--- src/rtl/vga_rect_fill_arbiter_pkg.sv ---
// Shared constants, colour codes and FSM encoding for the rectangle-fill engine
// and its framebuffer write-port arbiter.
package vga_rect_fill_arbiter_pkg;

    localparam int COORD_W = 8;
    localparam int COLOR_W = 3;
    localparam int FB_COLS = 100;
    localparam int FB_ROWS = 100;

    localparam logic [COORD_W-1:0] MAX_X = COORD_W'(FB_COLS - 1);
    localparam logic [COORD_W-1:0] MAX_Y = COORD_W'(FB_ROWS - 1);

    localparam logic [COLOR_W-1:0] COLOR_RED   = 3'b100;
    localparam logic [COLOR_W-1:0] COLOR_GREEN = 3'b010;
    localparam logic [COLOR_W-1:0] COLOR_BLUE  = 3'b001;

    typedef enum logic [1:0] {
        ST_IDLE = 2'd0,
        ST_FILL = 2'd1,
        ST_DONE = 2'd2
    } fill_state_t;

    // Saturate a coordinate to the last valid framebuffer index.
    function automatic logic [COORD_W-1:0] clamp_coord(
        input logic [COORD_W-1:0] v,
        input logic [COORD_W-1:0] max_v
    );
        return (v > max_v) ? max_v : v;
    endfunction

endpackage

--- src/rtl/vga_rect_fill_arbiter_rect_cursor.sv ---
// Row-major X/Y stepper over an already-clamped rectangle; flags the last pixel.
module rect_cursor
    import vga_rect_fill_arbiter_pkg::*;
(
    input  logic               clk,
    input  logic               rst,
    input  logic               load,
    input  logic               step,
    input  logic [COORD_W-1:0] x0,
    input  logic [COORD_W-1:0] y0,
    input  logic [COORD_W-1:0] x1,
    input  logic [COORD_W-1:0] y1,
    output logic [COORD_W-1:0] cx,
    output logic [COORD_W-1:0] cy,
    output logic               last
);

    logic [COORD_W-1:0] x0_q;
    logic [COORD_W-1:0] x1_q;
    logic [COORD_W-1:0] y1_q;

    always_ff @(posedge clk) begin
        if (rst) begin
            x0_q <= '0;
            x1_q <= '0;
            y1_q <= '0;
            cx   <= '0;
            cy   <= '0;
        end else if (load) begin
            x0_q <= x0;
            x1_q <= x1;
            y1_q <= y1;
            cx   <= x0;
            cy   <= y0;
        end else if (step) begin
            // Equality compares only: limits are pre-clamped so the cursor never wraps.
            if (cx != x1_q) begin
                cx <= cx + COORD_W'(1);
            end else if (cy != y1_q) begin
                cx <= x0_q;
                cy <= cy + COORD_W'(1);
            end
        end
    end

    assign last = (cx == x1_q) && (cy == y1_q);

endmodule

--- src/rtl/vga_rect_fill_arbiter.sv ---
// Rectangle-fill engine sharing the framebuffer write port with CPU pixel writes;
// CPU writes always win and the fill cursor only advances in free cycles.
module vga_rect_fill_arbiter
    import vga_rect_fill_arbiter_pkg::*;
(
    input  logic               clk,
    input  logic               rst,
    input  logic               cpu_wr_en,
    input  logic [COORD_W-1:0] cpu_x,
    input  logic [COORD_W-1:0] cpu_y,
    input  logic [COLOR_W-1:0] cpu_color,
    input  logic               fill_start,
    input  logic [COORD_W-1:0] fill_x0,
    input  logic [COORD_W-1:0] fill_y0,
    input  logic [COORD_W-1:0] fill_x1,
    input  logic [COORD_W-1:0] fill_y1,
    input  logic [COLOR_W-1:0] fill_color,
    output logic               fill_busy,
    output logic               fill_done,
    output logic               fill_err,
    output logic               fb_wr_en,
    output logic [COORD_W-1:0] fb_x,
    output logic [COORD_W-1:0] fb_y,
    output logic [COLOR_W-1:0] fb_color,
    output logic [1:0]         state
);

    fill_state_t        state_q;
    logic [COLOR_W-1:0] color_q;
    logic [COORD_W-1:0] cx0, cy0, cx1, cy1;
    logic [COORD_W-1:0] cur_x, cur_y;
    logic               cur_last;
    logic               fill_empty;
    logic               load;
    logic               step;

    assign cx0 = clamp_coord(fill_x0, MAX_X);
    assign cy0 = clamp_coord(fill_y0, MAX_Y);
    assign cx1 = clamp_coord(fill_x1, MAX_X);
    assign cy1 = clamp_coord(fill_y1, MAX_Y);

    assign fill_empty = (cx0 > cx1) || (cy0 > cy1);
    assign load       = (state_q == ST_IDLE) && fill_start;
    assign step       = (state_q == ST_FILL) && !cpu_wr_en;
    assign state      = state_q;

    rect_cursor u_cursor (
        .clk  (clk),
        .rst  (rst),
        .load (load),
        .step (step),
        .x0   (cx0),
        .y0   (cy0),
        .x1   (cx1),
        .y1   (cy1),
        .cx   (cur_x),
        .cy   (cur_y),
        .last (cur_last)
    );

    always_ff @(posedge clk) begin
        if (rst) begin
            state_q   <= ST_IDLE;
            color_q   <= '0;
            fill_busy <= 1'b0;
            fill_done <= 1'b0;
            fill_err  <= 1'b0;
            fb_wr_en  <= 1'b0;
            fb_x      <= '0;
            fb_y      <= '0;
            fb_color  <= '0;
        end else begin
            fill_done <= 1'b0;

            // Fixed-priority write port: CPU, then fill cursor, else idle with held data.
            if (cpu_wr_en) begin
                fb_wr_en <= 1'b1;
                fb_x     <= cpu_x;
                fb_y     <= cpu_y;
                fb_color <= cpu_color;
            end else if (state_q == ST_FILL) begin
                fb_wr_en <= 1'b1;
                fb_x     <= cur_x;
                fb_y     <= cur_y;
                fb_color <= color_q;
            end else begin
                fb_wr_en <= 1'b0;
            end

            case (state_q)
                ST_IDLE: begin
                    if (fill_start) begin
                        color_q  <= fill_color;
                        fill_err <= fill_empty;
                        if (fill_empty) begin
                            state_q <= ST_DONE;
                        end else begin
                            state_q   <= ST_FILL;
                            fill_busy <= 1'b1;
                        end
                    end
                end
                ST_FILL: begin
                    if (step && cur_last) begin
                        state_q   <= ST_DONE;
                        fill_busy <= 1'b0;
                    end
                end
                ST_DONE: begin
                    fill_done <= 1'b1;
                    state_q   <= ST_IDLE;
                end
                default: begin
                    state_q <= ST_IDLE;
                end
            endcase
        end
    end

endmodule

--- config.mk ---
export PLATFORM = sky130hd
export DESIGN_NAME = vga_rect_fill_arbiter
export DESIGN_NICKNAME = d
export VERILOG_FILES = /design/src/rtl/vga_rect_fill_arbiter_pkg.sv /design/src/rtl/vga_rect_fill_arbiter_rect_cursor.sv /design/src/rtl/vga_rect_fill_arbiter.sv
export SDC_FILE = /design/constraint.sdc
export NUM_CORES = 1
export LEC_CHECK = 0
export ABC_AREA = 1
export BUFFER_PORTS_ARGS = -buffer_cell sky130_fd_sc_hd__buf_4
export CAP_MARGIN = 0
export CORE_UTILIZATION = 50
export CTS_CLUSTER_SIZE = 25
export DETAILED_ROUTE_END_ITERATION = 10
export PLACE_DENSITY = 0.77
export SLEW_MARGIN = 5
export SYNTH_ARGS = -nofsm -noshare
export SYNTH_HDL_FRONTEND = slang
export SYNTH_SLANG_ARGS = --single-unit
--- constraint.sdc ---
create_clock -name clk -period 2 [get_ports clk]
set_clock_uncertainty 0.15 [all_clocks]
set_input_delay 0.2 -clock clk [delete_from_list [all_inputs] [get_ports clk]]
set_output_delay 0.2 -clock clk [all_outputs]
set_load 0.01 [all_outputs]
# Word level (Yosys, flattened, before mapping)
# Index checks and enable logic that the tools add are counted.
# totals
mem_bits_ro	0
latchBits	0
out_inout_bits	25
regBits	68
memories	0
ram_bits	0
inputBits	58
# op_classes
mux	29
reduce_logical	17
eq_ne	10
mul	0
addsub	2
div	0
bitwise_logic	0
n_lt_le_gt_ge	6
shift	0
# op_table
op	count
2-to-1 mux 8 bit	16
> comparator 8 x 7 -> 1 bit (second input constant)	4
adder 8 x 1 -> 8 bit (second input constant)	2
equality test 8 bit	2
> comparator 8 bit	2
!= test 8 bit	2
nonzero test 2 bit	4
2-to-1 mux 1 bit	6
2-to-1 mux 2 bit	3
2-to-1 mux 3 bit	2
!= test 2 bit (second input constant)	3
AND reduction 2 bit	3
logical AND 1 bit	4
one-hot mux 2 bit (2 select lines)	1
AND reduction 4 bit	1
AND reduction 3 bit	1
nonzero test 3 bit	1
equality test 2 x 1 -> 1 bit (second input constant)	1
equality test 2 bit (second input constant)	1
zero test 2 bit	1
!= test 2 x 1 -> 1 bit (second input constant)	1
one-hot mux 1 bit (2 select lines)	1
zero test 1 bit	1
logical OR 1 bit	1

# Logic depth before layout (Yosys ltp)
# Gate-level depths: netlist of run 1.
# depth
depth_word	7
ltp_mapped	19
mapped_depth_nobuf	19

# By module
# Synthesis of run 1 repeated with hierarchy kept, for this count alone.
# hier_totals
cells_unflattened	666
hier_area_um2	4132.7
# by_module_without_submodules
module	n_inst	seq_area_each_um2	area_each_um2	cells_each
rect_cursor	1	800.8	2331.0	392
vga_rect_fill_arbiter	1	560.5	1801.7	274

# Least setup slack after synthesis of run 1
# Ideal clock, no wire load.
# synth_path
kind	input to register
start	in fill_x0[3]
end	reg state_q[1], in the netlist state[1]
n_path_buf	0
stages	13
setup_slack_ps	79
arrival_time_ps	1653
setup_ps	117
path_cell_list	inv_1 -> nand3_1 -> nand3_1 -> nand2_1 -> or2_2 -> ha_1 -> a21oi_1 -> o21a_1 -> nand2_1 -> nand2_1 -> nand2_1 -> a21boi_0 -> nor2_1
# synth_between
elab_chain_len	7
# synth_lines
element	line	source
from (decl)	vga_rect_fill_arbiter.sv:13	input logic [COORD_W-1:0] fill_x0,
> comparator 8 x 7 -> 1 bit	vga_rect_fill_arbiter_pkg.sv:28	return (v > max_v) ? max_v : v;
2-to-1 mux 8 bit	vga_rect_fill_arbiter_pkg.sv:28	
named net cx0[5]	vga_rect_fill_arbiter.sv:30	logic [COORD_W-1:0] cx0, cy0, cx1, cy1;
> comparator 8 bit	vga_rect_fill_arbiter.sv:42	assign fill_empty = (cx0 > cx1) || (cy0 > cy1);
logical OR 1 bit	vga_rect_fill_arbiter.sv:42	
2-to-1 mux 2 bit	vga_rect_fill_arbiter.sv:95	if (fill_empty) begin
2-to-1 mux 2 bit	vga_rect_fill_arbiter.sv:92	if (fill_start) begin
one-hot mux 2 bit (2 select lines)	vga_rect_fill_arbiter.sv:90	case (state_q)
to (signal assigned)	vga_rect_fill_arbiter.sv:96	state_q <= ST_DONE;
to (signal assigned)	vga_rect_fill_arbiter.sv:98	state_q <= ST_FILL;
to (signal assigned)	vga_rect_fill_arbiter.sv:105	state_q <= ST_DONE;
to (decl)	vga_rect_fill_arbiter.sv:28	fill_state_t state_q;
# The timed path passes the listed nets, and every way through them passes these cells. The select of a mux whose other input is x is not followed.
# A chain may end at the register's enable or synchronous reset.

# Worst setup path in the final report of run 1
# layout_path
start	reg state_q[0], in the netlist state[0]
end	reg u_cursor.cx[0]
# layout_between
elab_chain_len	4
# layout_lines
element	line	source
from (signal assigned)	vga_rect_fill_arbiter.sv:63	state_q <= ST_IDLE;
from (signal assigned)	vga_rect_fill_arbiter.sv:96	
from (signal assigned)	vga_rect_fill_arbiter.sv:98	
equality test 2 x 1 -> 1 bit / zero test 2 bit (equally long branches)	vga_rect_fill_arbiter.sv:44, vga_rect_fill_arbiter.sv:43	
logical AND 1 bit, on equally long branches	vga_rect_fill_arbiter.sv:44, vga_rect_fill_arbiter.sv:43	
nonzero test 2 bit (no line) / nonzero test 3 bit (equally long branches)	-	
AND reduction 2 bit (no line)	-	
to (signal assigned)	vga_rect_fill_arbiter_rect_cursor.sv:38	cx <= cx + COORD_W'(1);
to (signal assigned)	vga_rect_fill_arbiter_rect_cursor.sv:40	cx <= x0_q;
to (decl)	vga_rect_fill_arbiter_rect_cursor.sv:13	output logic [COORD_W-1:0] cx,
# Parallel ways exist; a longest one is shown, timed or not.

==> results of run 1 <==
-- worst max-delay path: stages, from the launching register on --
cell and delay, ns:
sky130_fd_sc_hd__dfxtp_1 0.37, sky130_fd_sc_hd__nor2_1 0.27, sky130_fd_sc_hd__nand2_4 0.18, sky130_fd_sc_hd__inv_2 0.18
sky130_fd_sc_hd__buf_4 0.22, sky130_fd_sc_hd__o21ai_0 0.20, sky130_fd_sc_hd__nand3_1 0.14, sky130_fd_sc_hd__nor2_1 0.05
sky130_fd_sc_hd__nor2_1 0.07
-- power groups by stage --
stage               Sequential, mW  Clock, mW  Combinational [mW]
finish                        1.68       1.12                1.57
global route                  1.70       1.19                1.76
CTS                           1.67       1.14                1.54
detailed placement            1.70          0                1.50
global placement              1.70          0                1.46
floorplan                     1.65          0                1.08
-- final cells by class --
cell class | instances | share of cell area (%)
tap | 102 | 2.32
inverter | 74 | 5.05
sequential | 68 | 24.8
multi-input combinational | 471 | 42.5
clock buffer | 12 | 2.82
timing repair buffer | 152 | 21.8
clock inverter | 2 | 0.637
-- layer usage --
| layer | GRT usage [%] | vias to the layer above | wire (µm) |
|---|---|---|---|
| met3 | 2.87 | 16 | 880 |
| li1 | - | 2291 | - |
| met1 | 38.1 | 2065 | 5340 |
| met5 | 0 | - | 0 |
| met2 | 45.9 | 197 | 5150 |
| met4 | 11.2 | 0 | 199 |
-- how the worst min path moves through the flow --
stage                           startpoint  slack, ns  depth (start not counted)               end
final                           fill_x1[7]     -0.005                          3  u_cursor.x1_q[6]
after detailed placement  u_cursor.x0_q[7]       0.28                          2  u_cursor.x0_q[7]
after CTS                       fill_x1[7]     0.0004                          3  u_cursor.x1_q[6]
after floorplan                 fill_x1[0]       0.21                          2  u_cursor.x1_q[0]
after global routing            fill_y1[7]       0.03                          3  u_cursor.y1_q[6]
after global placement    u_cursor.x0_q[7]       0.28                          2  u_cursor.x0_q[7]
-- cells in the mapped netlist (all sizes together) --
library cell and number:
o22ai 13, nor3 1, or2 3, nand3 37, buf 19, nand3b 2
o21bai 1, ha 18, dfxtp 68, mux2i 1, xor2 5, o211ai 1
nor2 84, inv 74, o21ai 13, conb 2, a31oi 22, nand4 11
a21boi 1, o21a 2, clkbuf 6, xnor2 5, nand2 224, a21oi 23
-- kinds of logic (layout without fill, tap and decap cells) --
family	count (synthesis)	after routing	share of synthesized area, %
simple gates	362	362	37.3
buf+inv	99	240	10.1
compound gates	76	76	11.2
flops	68	68	33.3
fa+ha+maj	18	18	5.51
xor+xnor	10	10	2.14
other cells	2	4	0.184
mux	1	1	0.245
-- registers in the layout, indices dropped and copies added (netlist names) --
register       count
color_q            3
fb_color           3
fb_wr_en           1
fb_x               8
fb_y               8
fill_busy          1
fill_done          1
fill_err           1
state              2
u_cursor.cx        8
u_cursor.cy        8
u_cursor.x0_q      8
u_cursor.x1_q      8
u_cursor.y1_q      8
-- what timing repair did --
item                       CTS  global route
hold endpoints to repair    22             1
gates resized for setup      0             8
setup endpoints to repair    0            33
hold buffers                22             1
-- through the flow --
stage                     utilization, %  cell area (µm²)
after floorplan                        -             4100
after global placement              64.8             5060
after detailed placement            64.8             5060
after CTS                           70.0             5470
after global routing                70.4             5500
final                               70.4             5500
==> load_flow_metrics.sql, run 1 <==
INSERT INTO impl_metrics (metric_group, metric, value, unit) VALUES
('outcome', 'run_status', 'complete, but fails checks', ''),
('outcome', 'violations', 'negative hold slack', ''),
('timing', 'fmax', '0.533', 'GHz'),
('floorplanning', 'die_outline_area', '8540', 'µm²'),
('pwr', 'seq_power_share', '38.4', '%'),
('clock_network', 'cts_num_sinks', '68', ''),
('placement', 'detailedPlace.worstSlack', '-0.169', 'ns'),
('global_routing', 'grt_max_degree', '34', ''),
('pwr', 'peakVddDrop', '317', 'µV'),
('clock_network', 'clkLatencyLatePin', '0.35', 'ns'),
('timing', 'slew-limit-headroom', '51.7', '%'),
('synthesis', 'post-synth-top-area-fraction', '33.3', '%'),
('synthesis', 'yosys.cell_types.count', '36', ''),
('clock_network', 'clock_tree.root_cell', 'sky130_fd_sc_hd__clkbuf_8', ''),
('clock_network', 'postCtsSetupRepairBufs', '0', ''),
('critical_path', 'criticalPathCategory', 'reg -> reg', ''),
('cells_and_area', 'final_net_count', '852', ''),
('floorplanning', 'die_x', '92.4', 'µm'),
('timing', 'final.hold.worst_slack', '-0.00489', 'ns'),
('timing', 'setup_viol_count_final', '0', ''),
('floorplanning', 'std_cell_rows', '32', ''),
('pwr', 'clock_power_share', '25.6', '%'),
('job', 'drv.max_cap_violation_count', '0', ''),
('placement', 'port_buffers', '82', ''),
('critical_path', 'critical_path_arrival', '2.01', 'ns'),
('route', 'route.vias.total', '4569', ''),
('pwr', 'comb_power_share', '35.9', '%'),
('critical_path', 'worst-r2r-setup-slack', '0.12', 'ns'),
('cells_and_area', 'multi_input_area', '2340', 'µm²'),
('global_routing', 'antenna_found_initial', '0', ''),
('critical_path', 'cp-startpoint', 'state[0]', ''),
('synthesis', 'synth_area', '4090', 'µm²'),
('timing', 'finalSetupTns', '0', 'ns'),
('hold_path', 'class_of_the_tightest_hold_or_removal_check', 'in -> reg', ''),
('critical_path', 'worst_r2r_dst', 'u_cursor.cx[0]', ''),
('global_routing', 'grt_util_all_layers', '28.2', '%'),
('floorplanning', 'die_h', '92.4', 'µm'),
('timing', 'final-hold-violation-count', '1', ''),
('route', 'drt_pass1_iterations', '5', ''),
('global_routing', 'via_count_of_the_first_global_routing_pass', '4276', ''),
('clock_network', 'cts-buffers-inserted', '9', ''),
('cells_and_area', 'final_cell_mix', 'sky130_fd_sc_hd__nand2_1 (218), sky130_fd_sc_hd__buf_4 (129), sky130_fd_sc_hd__nor2_1 (76), sky130_fd_sc_hd__dfxtp_1 (66), sky130_fd_sc_hd__inv_1 (61)', ''),
('clock_network', 'cts_tree', 'built', ''),
('placement', 'gp_congestion', '0.882', ''),
('timing', 'worst_slew_pin_slew', '0.724', 'ns'),
('pwr', 'power.total', '4.38', 'mW'),
('timing', 'rsz0062_at_grt', 'no', ''),
('route', 'route.detailed.vias_per_inst', '5.19', ''),
('synthesis', 'synth.yosys.seq_area_share', '33.3', '%'),
('pwr', 'power.switching_fraction', '36.2', '%'),
('synthesis', 'postSynthRegisterBits', '68', ''),
('clock_network', 'cts_max_path_buffers', '2', ''),
('cells_and_area', 'nFillCells', '690', ''),
('route', 'drt_wl_total', '11600', 'µm'),
('critical_path', 'required', '2.14', 'ns'),
('synthesis', 'yosys.area.top_type', 'sky130_fd_sc_hd__dfxtp_1', ''),
('floorplanning', 'top_level_ports', '83', ''),
('clock_network', 'clock_tree.htree_level_count', '3', ''),
('cells_and_area', 'insertedDiodeCount', '0', ''),
('cells_and_area', 'area.growth.synth_to_final', '34.4', '%'),
('floorplanning', 'fp.coreArea', '7810', 'µm²'),
('pwr', 'leakagePower', '2.69', 'nW'),
('timing', 'report.final.slew_viol_count', '0', ''),
('route', 'first_iter_violations', '327', ''),
('route', 'remaining_drc_errors', '0', ''),
('critical_path', 'crit_fanout', '13', ''),
('route', 'drtAntennaViolNets', '0', ''),
('synthesis', 'synth.area.top_cells', 'sky130_fd_sc_hd__dfxtp_1 (33%), sky130_fd_sc_hd__nand2_1 (20%), sky130_fd_sc_hd__nor2_1 (7.3%)', ''),
('timing', 'final_min_period_over_clock_period', '93.8', '%'),
('placement', 'place.detailed.hpwl', '8510', 'µm'),
('timing', 'finalCriticalPeriod', '1.88', 'ns');
No activity file was read; power rests on OpenSTA's default activity.
==> run 2, diff against run 1 <==
PLACE_DENSITY = default   (was 0.77)
PLACE_DENSITY_LB_ADDON = 0.1   (was default)
==> run 2 against run 1 <==
The flow now finishes without violations. Sequential cell count did not move. Sequential power barely moved. Register-to-register slack improved by 0.08 ns. Combinational power barely moved. Final area rose by 2.1%. Setup slack improved by 0.014 ns. Clock power rose by 21%. Maximum frequency rose by 0.73%. Via count fell by 2.2%. Critical path depth rose by 3. Die area did not move. Sequential share of layout area fell by 0.41 points. Critical endpoint is now state[1]. Largest cell class unchanged. Highest routed layer unchanged.
==> load_flow_metrics.sql, run 2 (synthesized netlist as in run 1, its figures left out) <==
INSERT INTO impl_metrics (metric_group, metric, value, unit) VALUES
('outcome', 'run_status', 'finished clean', ''),
('pwr', 'power-per-cell-area', '826', 'nW/µm²'),
('placement', 'place.detailed.hpwl', '8380', 'µm'),
('route', 'first_iter_violations', '215', ''),
('cells_and_area', 'final_net_count', '854', ''),
('critical_path', 'cp_capture_type', 'register', ''),
('critical_path', 'crit_buf_inv', '2', ''),
('route', 'drt_wl_total', '11300', 'µm'),
('global_routing', 'grt.overflow.total', '0', ''),
('critical_path', 'criticalPathCategory', 'in -> reg', ''),
('timing', 'setup_viol_count_final', '0', ''),
('floorplanning', 'die_x', '92.4', 'µm'),
('placement', 'port_buffers', '82', ''),
('clock_network', 'worst_setup_hold_path_clk_slew', '0.07', 'ns'),
('critical_path', 'max_stage_delay', '0.56', 'ns'),
('route', 'drtAntennaViolNets', '0', ''),
('critical_path', 'critical-path-top-delay-family', 'buffers and inverters', ''),
('critical_path', 'path_cells', 'buf_4 > dlygate4sd3_1 > nor2_1 > ha_1 > nand2_1 > o21a_1 > nand2_1 > nand2_2 > nand2_1 > a21boi_1 > nor2_1', ''),
('placement', 'gp_congestion', '0.886', ''),
('critical_path', 'crit_fanout', '2', ''),
('global_routing', 'grt_max_degree', '34', ''),
('timing', 'finalCriticalPeriod', '1.86', 'ns'),
('global_routing', 'via_count_of_the_first_global_routing_pass', '4204', ''),
('placement', 'placed_cells_incl_taps', '850', ''),
('floorplanning', 'top_level_ports', '83', ''),
('clock_network', 'cts_num_sinks', '68', ''),
('pwr', 'peakVddDrop', '395', 'µV'),
('pwr', 'leakagePower', '2.73', 'nW'),
('cells_and_area', 'insertedDiodeCount', '0', ''),
('cells_and_area', 'layout.cells.most_common', 'sky130_fd_sc_hd__nand2_1', ''),
('critical_path', 'critical_path.most_common_cell', 'sky130_fd_sc_hd__nand2_1', ''),
('cells_and_area', 'area.growth.synth_to_final', '37.2', '%'),
('timing', 'final-hold-violation-count', '0', ''),
('clock_network', 'clock_tree.htree_level_count', '3', ''),
('critical_path', 'critical_path_arrival', '1.95', 'ns'),
('route', 'route.detailed.vias_per_inst', '5.06', ''),
('global_routing', 'antenna_found_initial', '0', ''),
('timing', 'report.final.slew_viol_count', '0', ''),
('timing', 'fmax', '0.537', 'GHz'),
('clock_network', 'postCtsSetupRepairBufs', '0', ''),
('floorplanning', 'std_cell_rows', '32', ''),
('floorplanning', 'initial_utilization', '52.4', '%'),
('timing', 'rsz0062_at_grt', 'no', ''),
('clock_network', 'cts_max_path_buffers', '2', ''),
('cells_and_area', 'final-instance-count-excl-fill', '884', ''),
('critical_path', 'required', '2.08', 'ns'),
('cells_and_area', 'final_layout_size_suffix_gt1_share', '26.3', '%'),
('clock_network', 'cts_tree', 'built', ''),
('cells_and_area', 'nFillCells', '649', ''),
('route', 'remaining_drc_errors', '0', ''),
('clock_network', 'clock_tree.root_cell', 'sky130_fd_sc_hd__clkbuf_8', ''),
('global_routing', 'grt_first_pass_wirelength', '18900', 'µm'),
('timing', 'final_min_period_over_clock_period', '93.1', '%'),
('route', 'wl_per_cell', '12.7', 'µm'),
('critical_path', 'startpoint_type', 'input pin', ''),
('route', 'route.vias.total', '4469', ''),
('timing', 'slew-limit-headroom', '49.2', '%'),
('critical_path', 'cpMaxStageDelayCell', 'sky130_fd_sc_hd__dlygate4sd3_1', ''),
('timing', 'finalSetupTns', '0', 'ns'),
('clock_network', 'cts-buffers-inserted', '9', ''),
('floorplanning', 'fp.coreArea', '7810', 'µm²'),
('clock_network', 'clkLatencyLatePin', '0.34', 'ns'),
('floorplanning', 'die_h', '92.4', 'µm'),
('hold_path', 'class_of_the_tightest_hold_or_removal_check', 'in -> reg', ''),
('floorplanning', 'die_outline_area', '8540', 'µm²'),
('timing', 'worst_slew_pin_slew', '0.761', 'ns'),
('route', 'drt_pass1_iterations', '5', ''),
('global_routing', 'grt_util_all_layers', '27.6', '%'),
('job', 'drv.max_cap_violation_count', '0', ''),
('cells_and_area', 'final_cell_mix', 'sky130_fd_sc_hd__nand2_1 (216), sky130_fd_sc_hd__buf_4 (134), sky130_fd_sc_hd__nor2_1 (69), sky130_fd_sc_hd__dfxtp_1 (62), sky130_fd_sc_hd__inv_1 (60)', '');
## run 2: changes by cell type in the layout (fill, tap and decap cells not counted), sizes merged
| cell | previous run | this run |
|---|---|---|
| clkinvlp | 0 | 2 |
| dlygate4sd3 | 23 | 19 |
| buf | 129 | 135 |
| clkbuf | 12 | 9 |
| bufinv | 1 | 3 |
## run 2: final cells by class
class,count,area [µm²],share of cell area [%]
Clock buffer,9,124,2.21
Clock inverter,6,114,2.03
Inverter,74,278,4.95
Multi-Input combinational cell,471,2380,42.5
Sequential cell,68,1370,24.4
Tap cell,102,128,2.27
Timing Repair Buffer,154,1220,21.7
## run 2: path summary, 6_finish.rpt
| path | slack [ns] | cells past startpoint | to | startpoint |
|---|---|---|---|---|
| hold reg to reg | 0.29 | 2 | u_cursor.x0_q[7] | u_cursor.x0_q[7] |
| setup / recovery | 0.14 | 11 | state[1] | fill_y1[7] |
| setup reg to reg | 0.20 | 10 | u_cursor.cy[0] | u_cursor.cx[6] |
| hold / removal | 0.003 | 3 | color_q[2] | fill_color[2] |
## run 2: metal layers
| metal | share of wire, % | GRT usage, % |
|---|---|---|
| met1 | 47 | 36.5 |
| met2 | 45 | 45.9 |
| met3 | 6.3 | 3.86 |
| met4 | 1.5 | 9.38 |
| met5 | 0 | 0 |
## run 2: report_power, final
group	switching, mW	internal (mW)	total [mW]
clock network	0.538	0.823	1.36
registers	0.168	1.52	1.68
logic	0.921	0.668	1.59
total	1.63	3.01	4.63
## run 2: per-stage QoR
stage	hold slack [ns]	utilization [%]	power, mW	area [µm²]	setup WS, ns
finish	0.00341	71.9	4.63	5610	0.137
CTS	0.0000510	71.1	4.61	5550	0.0609
global placement	0.273	65.5	3.19	5120	-0.175
detailed placement	0.282	65.5	3.22	5120	-0.357
floorplan	0.208	-	2.73	4100	0.0793
global route	0.00703	71.9	4.92	5610	0.00513
## run 2: tightest hold or removal path, cell delays in order
cell and delay, ns:
sky130_fd_sc_hd__buf_4 0.08, sky130_fd_sc_hd__o21ai_0 0.09, sky130_fd_sc_hd__nor2_1 0.09
## run 2: what timing repair did
action,in CTS,in global routing
gates resized for setup,1,24
setup endpoints to repair,1,27
hold endpoints to repair,18,0
hold buffers,19,0
==> run 3, diff against run 2 <==
CELL_PAD_IN_SITES_DETAIL_PLACEMENT = 0   (was default)
CELL_PAD_IN_SITES_GLOBAL_PLACEMENT = 2   (was default)
CORE_UTILIZATION = 26   (was 50)
==> run 3 against run 2 <==
Via count down 2.6%. Largest power group is now the clock network. Highest routed layer unchanged. Sequential cell count unchanged. Critical endpoint is now u_cursor.cx[4]. Count of clock-buffer cells in the layout up 3.
==> load_flow_metrics.sql, run 3 (synthesized netlist as in run 1, its figures left out) <==
INSERT INTO impl_metrics (metric_group, metric, value, unit) VALUES
('outcome', 'run_status', 'finished clean', ''),
('global_routing', 'grt_util_met3', '2.47', '%'),
('cells_and_area', 'layout.cells.most_common', 'sky130_fd_sc_hd__nand2_1', ''),
('critical_path', 'max_stage_delay', '0.49', 'ns'),
('critical_path', 'crit_buf_inv', '1', ''),
('critical_path', 'worst_r2r_dst', 'u_cursor.cx[4]', ''),
('timing', 'final-hold-violation-count', '0', ''),
('clock_network', 'clock_tree.htree_level_count', '3', ''),
('timing', 'rsz0062_at_grt', 'yes', ''),
('timing', 'final_min_period_over_clock_period', '91.5', '%'),
('timing', 'finalCriticalPeriod', '1.83', 'ns'),
('job', 'drv.max_cap_violation_count', '0', ''),
('clock_network', 'cts-buffers-inserted', '9', ''),
('cells_and_area', 'final_net_count', '871', ''),
('cells_and_area', 'area.growth.synth_to_final', '45.9', '%'),
('cells_and_area', 'final_cell_mix', 'sky130_fd_sc_hd__nand2_1 (214), sky130_fd_sc_hd__buf_4 (149), sky130_fd_sc_hd__nor2_1 (74), sky130_fd_sc_hd__dfxtp_1 (66), sky130_fd_sc_hd__inv_1 (60)', ''),
('global_routing', 'grt_util_all_layers', '17.1', '%'),
('critical_path', 'r2r_cells', '11', ''),
('global_routing', 'grtUsageMet2', '26.6', '%'),
('cells_and_area', 'final_core_util', '39.1', '%'),
('timing', 'fmax', '0.547', 'GHz'),
('cells_and_area', 'seq_area', '1360', 'µm²'),
('floorplanning', 'initial_utilization', '26.8', '%'),
('critical_path', 'path_depth', '11', ''),
('route', 'drtAntennaViolNets', '0', ''),
('global_routing', 'antenna_found_initial', '0', ''),
('global_routing', 'grt.overflow.total', '0', ''),
('hold_path', 'class_of_the_tightest_hold_or_removal_check', 'in -> reg', ''),
('clock_network', 'clock_tree.root_cell', 'sky130_fd_sc_hd__clkbuf_16', ''),
('global_routing', 'grt_max_degree', '34', ''),
('route', 'wl_per_cell', '13.2', 'µm'),
('critical_path', 'cpMaxStageDelayCell', 'sky130_fd_sc_hd__dfxtp_1', ''),
('critical_path', 'worst-r2r-setup-slack', '0.17', 'ns'),
('timing', 'fin_ws', '0.170', 'ns'),
('route', 'first_iter_violations', '162', ''),
('critical_path', 'startpoint_type', 'register', ''),
('timing', 'report.final.slew_viol_count', '0', ''),
('clock_network', 'clkLatencyLatePin', '0.34', 'ns'),
('route', 'drt_pass1_iterations', '4', ''),
('route', 'route.vias.total', '4351', ''),
('cells_and_area', 'nFillCells', '1648', ''),
('critical_path', 'critical_path.most_common_cell', 'sky130_fd_sc_hd__nand2_1', ''),
('floorplanning', 'die_x', '127', 'µm'),
('critical_path', 'path_cells', 'inv_2 > nand2_1 > nand2_1 > nor2_1 > nand2_1 > nor2_4 > nand3_2 > nand2_4 > nand2_1 > nand2_1 > nor2_1', ''),
('clock_network', 'postCtsSetupRepairBufs', '0', ''),
('clock_network', 'cts_max_path_buffers', '2', ''),
('clock_network', 'cts_tree', 'built', ''),
('floorplanning', 'die_h', '127', 'µm'),
('floorplanning', 'top_level_ports', '83', ''),
('global_routing', 'via_count_of_the_first_global_routing_pass', '4303', ''),
('global_routing', 'grt_first_pass_wirelength', '21700', 'µm'),
('critical_path', 'cp_capture_type', 'register', ''),
('pwr', 'power-per-cell-area', '860', 'nW/µm²'),
('route', 'route.detailed.vias_per_inst', '4.30', ''),
('clock_network', 'worst_setup_hold_path_clk_slew', '0.06', 'ns'),
('cells_and_area', 'insertedDiodeCount', '0', ''),
('critical_path', 'rr_startpoint', 'u_cursor.cx[0]', ''),
('critical_path', 'criticalPathCategory', 'reg -> reg', ''),
('route', 'remaining_drc_errors', '0', ''),
('critical_path', 'cp-startpoint', 'u_cursor.cx[0]', ''),
('critical_path', 'cp-endpoint', 'u_cursor.cx[4]', ''),
('floorplanning', 'fp.coreArea', '15300', 'µm²'),
('timing', 'setup_viol_count_final', '0', ''),
('hold_path', 'min_delay_startpoint', 'cpu_x[2]', ''),
('route', 'drt_wl_total', '13400', 'µm'),
('critical_path', 'critical-path-top-delay-family', 'simple AND/OR/NAND/NOR gates', ''),
('placement', 'detailedPlace.worstSlack', '-0.298', 'ns'),
('timing', 'finalSetupTns', '0', 'ns'),
('critical_path', 'crit_fanout', '6', ''),
('clock_network', 'cts_num_sinks', '68', ''),
('pwr', 'leakagePower', '2.85', 'nW'),
('critical_path', 'critical_path_arrival', '1.92', 'ns'),
('placement', 'place.detailed.hpwl', '10300', 'µm'),
('pwr', 'peakVddDrop', '404', 'µV'),
('global_routing', 'gr-max-usage-layer', 'met2', ''),
('placement', 'gp_congestion', '0.765', ''),
('cells_and_area', 'multi_input_area', '2390', 'µm²'),
('cells_and_area', 'final_layout_size_suffix_gt1_share', '26.9', '%'),
('floorplanning', 'die_outline_area', '16200', 'µm²'),
('global_routing', 'grt.met1_usage', '23.9', '%'),
('floorplanning', 'std_cell_rows', '45', ''),
('placement', 'port_buffers', '82', ''),
('critical_path', 'required', '2.09', 'ns');
==> run 3: changes by cell type in the layout (fill, tap and decap cells not counted), moves of 2 or more <==
cell                        change
sky130_fd_sc_hd__buf_4         +15
sky130_fd_sc_hd__clkbuf_16      +9
sky130_fd_sc_hd__clkbuf_8       -8
sky130_fd_sc_hd__nor2_2         -6
sky130_fd_sc_hd__nor2_1         +5
sky130_fd_sc_hd__dfxtp_1        +4
sky130_fd_sc_hd__dfxtp_2        -4
sky130_fd_sc_hd__nand2_2        +3
sky130_fd_sc_hd__clkbuf_1       +2
sky130_fd_sc_hd__nand2_1        -2
==> run 3: stage by stage <==
step	hold WS, ns	instances	cell area (µm²)	power (mW)
after floorplan	0.208	638	4100	2.73
after global placement	0.277	975	5390	3.36
after detailed placement	0.301	975	5390	3.37
after CTS	0.000672	1009	5880	5.17
after global routing	0.00132	1011	5970	5.48
final	0.00754	1011	5970	5.13
==> run 3: worst min-delay path by stage <==
stage | end | slack [ns] | cells past startpoint
2_1_floorplan | u_cursor.x1_q[0] | 0.21 | 2
3_3_place_gp | u_cursor.x0_q[7] | 0.28 | 2
3_5_place_dp | u_cursor.x1_q[7] | 0.30 | 2
4_1_cts | fb_x[2] | 0.0007 | 3
5_1_grt | fb_color[0] | 0.001 | 3
6_report | fb_x[2] | 0.008 | 3
==> run 3: worst reg2reg max path: cells and delay by family (launching register included) <==
kind,cells,cell delay (ns)
AND/OR/NAND/NOR,10,1.01
flip-flops,1,0.49
buffers and inverters,1,0.09
==> run 3: final cells by class <==
cell class,instances,area share (%)
clock buffer,12,4.13
clock inverter,4,1.22
inverter,74,4.66
multi-input combinational,472,40.1
sequential,68,22.9
tap,211,4.43
timing repair buffer,170,22.6
==> run 3: per-layer routing <==
metal	vias to the layer above	wire [µm]	part of all wire (%)
met3	10	521	3.9
li1	2336	-	-
met5	-	0	0
met1	1896	7050	53
met4	0	174	1.3
met2	109	5620	42
==> run 3: timing repair <==
action | in CTS | in global routing
endpoints found under the setup margin | 0 | 23
hold buffers | 18 | 1
endpoints found under the hold margin | 18 | 1
gates resized for setup | 0 | 19
==> run 3: where the power goes <==
group          leakage, nW  internal, mW  switching [mW]  total [mW]
Sequential           0.560          1.51           0.150        1.66
Clock                0.153          1.12           0.621        1.75
Combinational         2.14         0.735           0.988        1.72
Total                 2.85          3.37            1.76        5.13
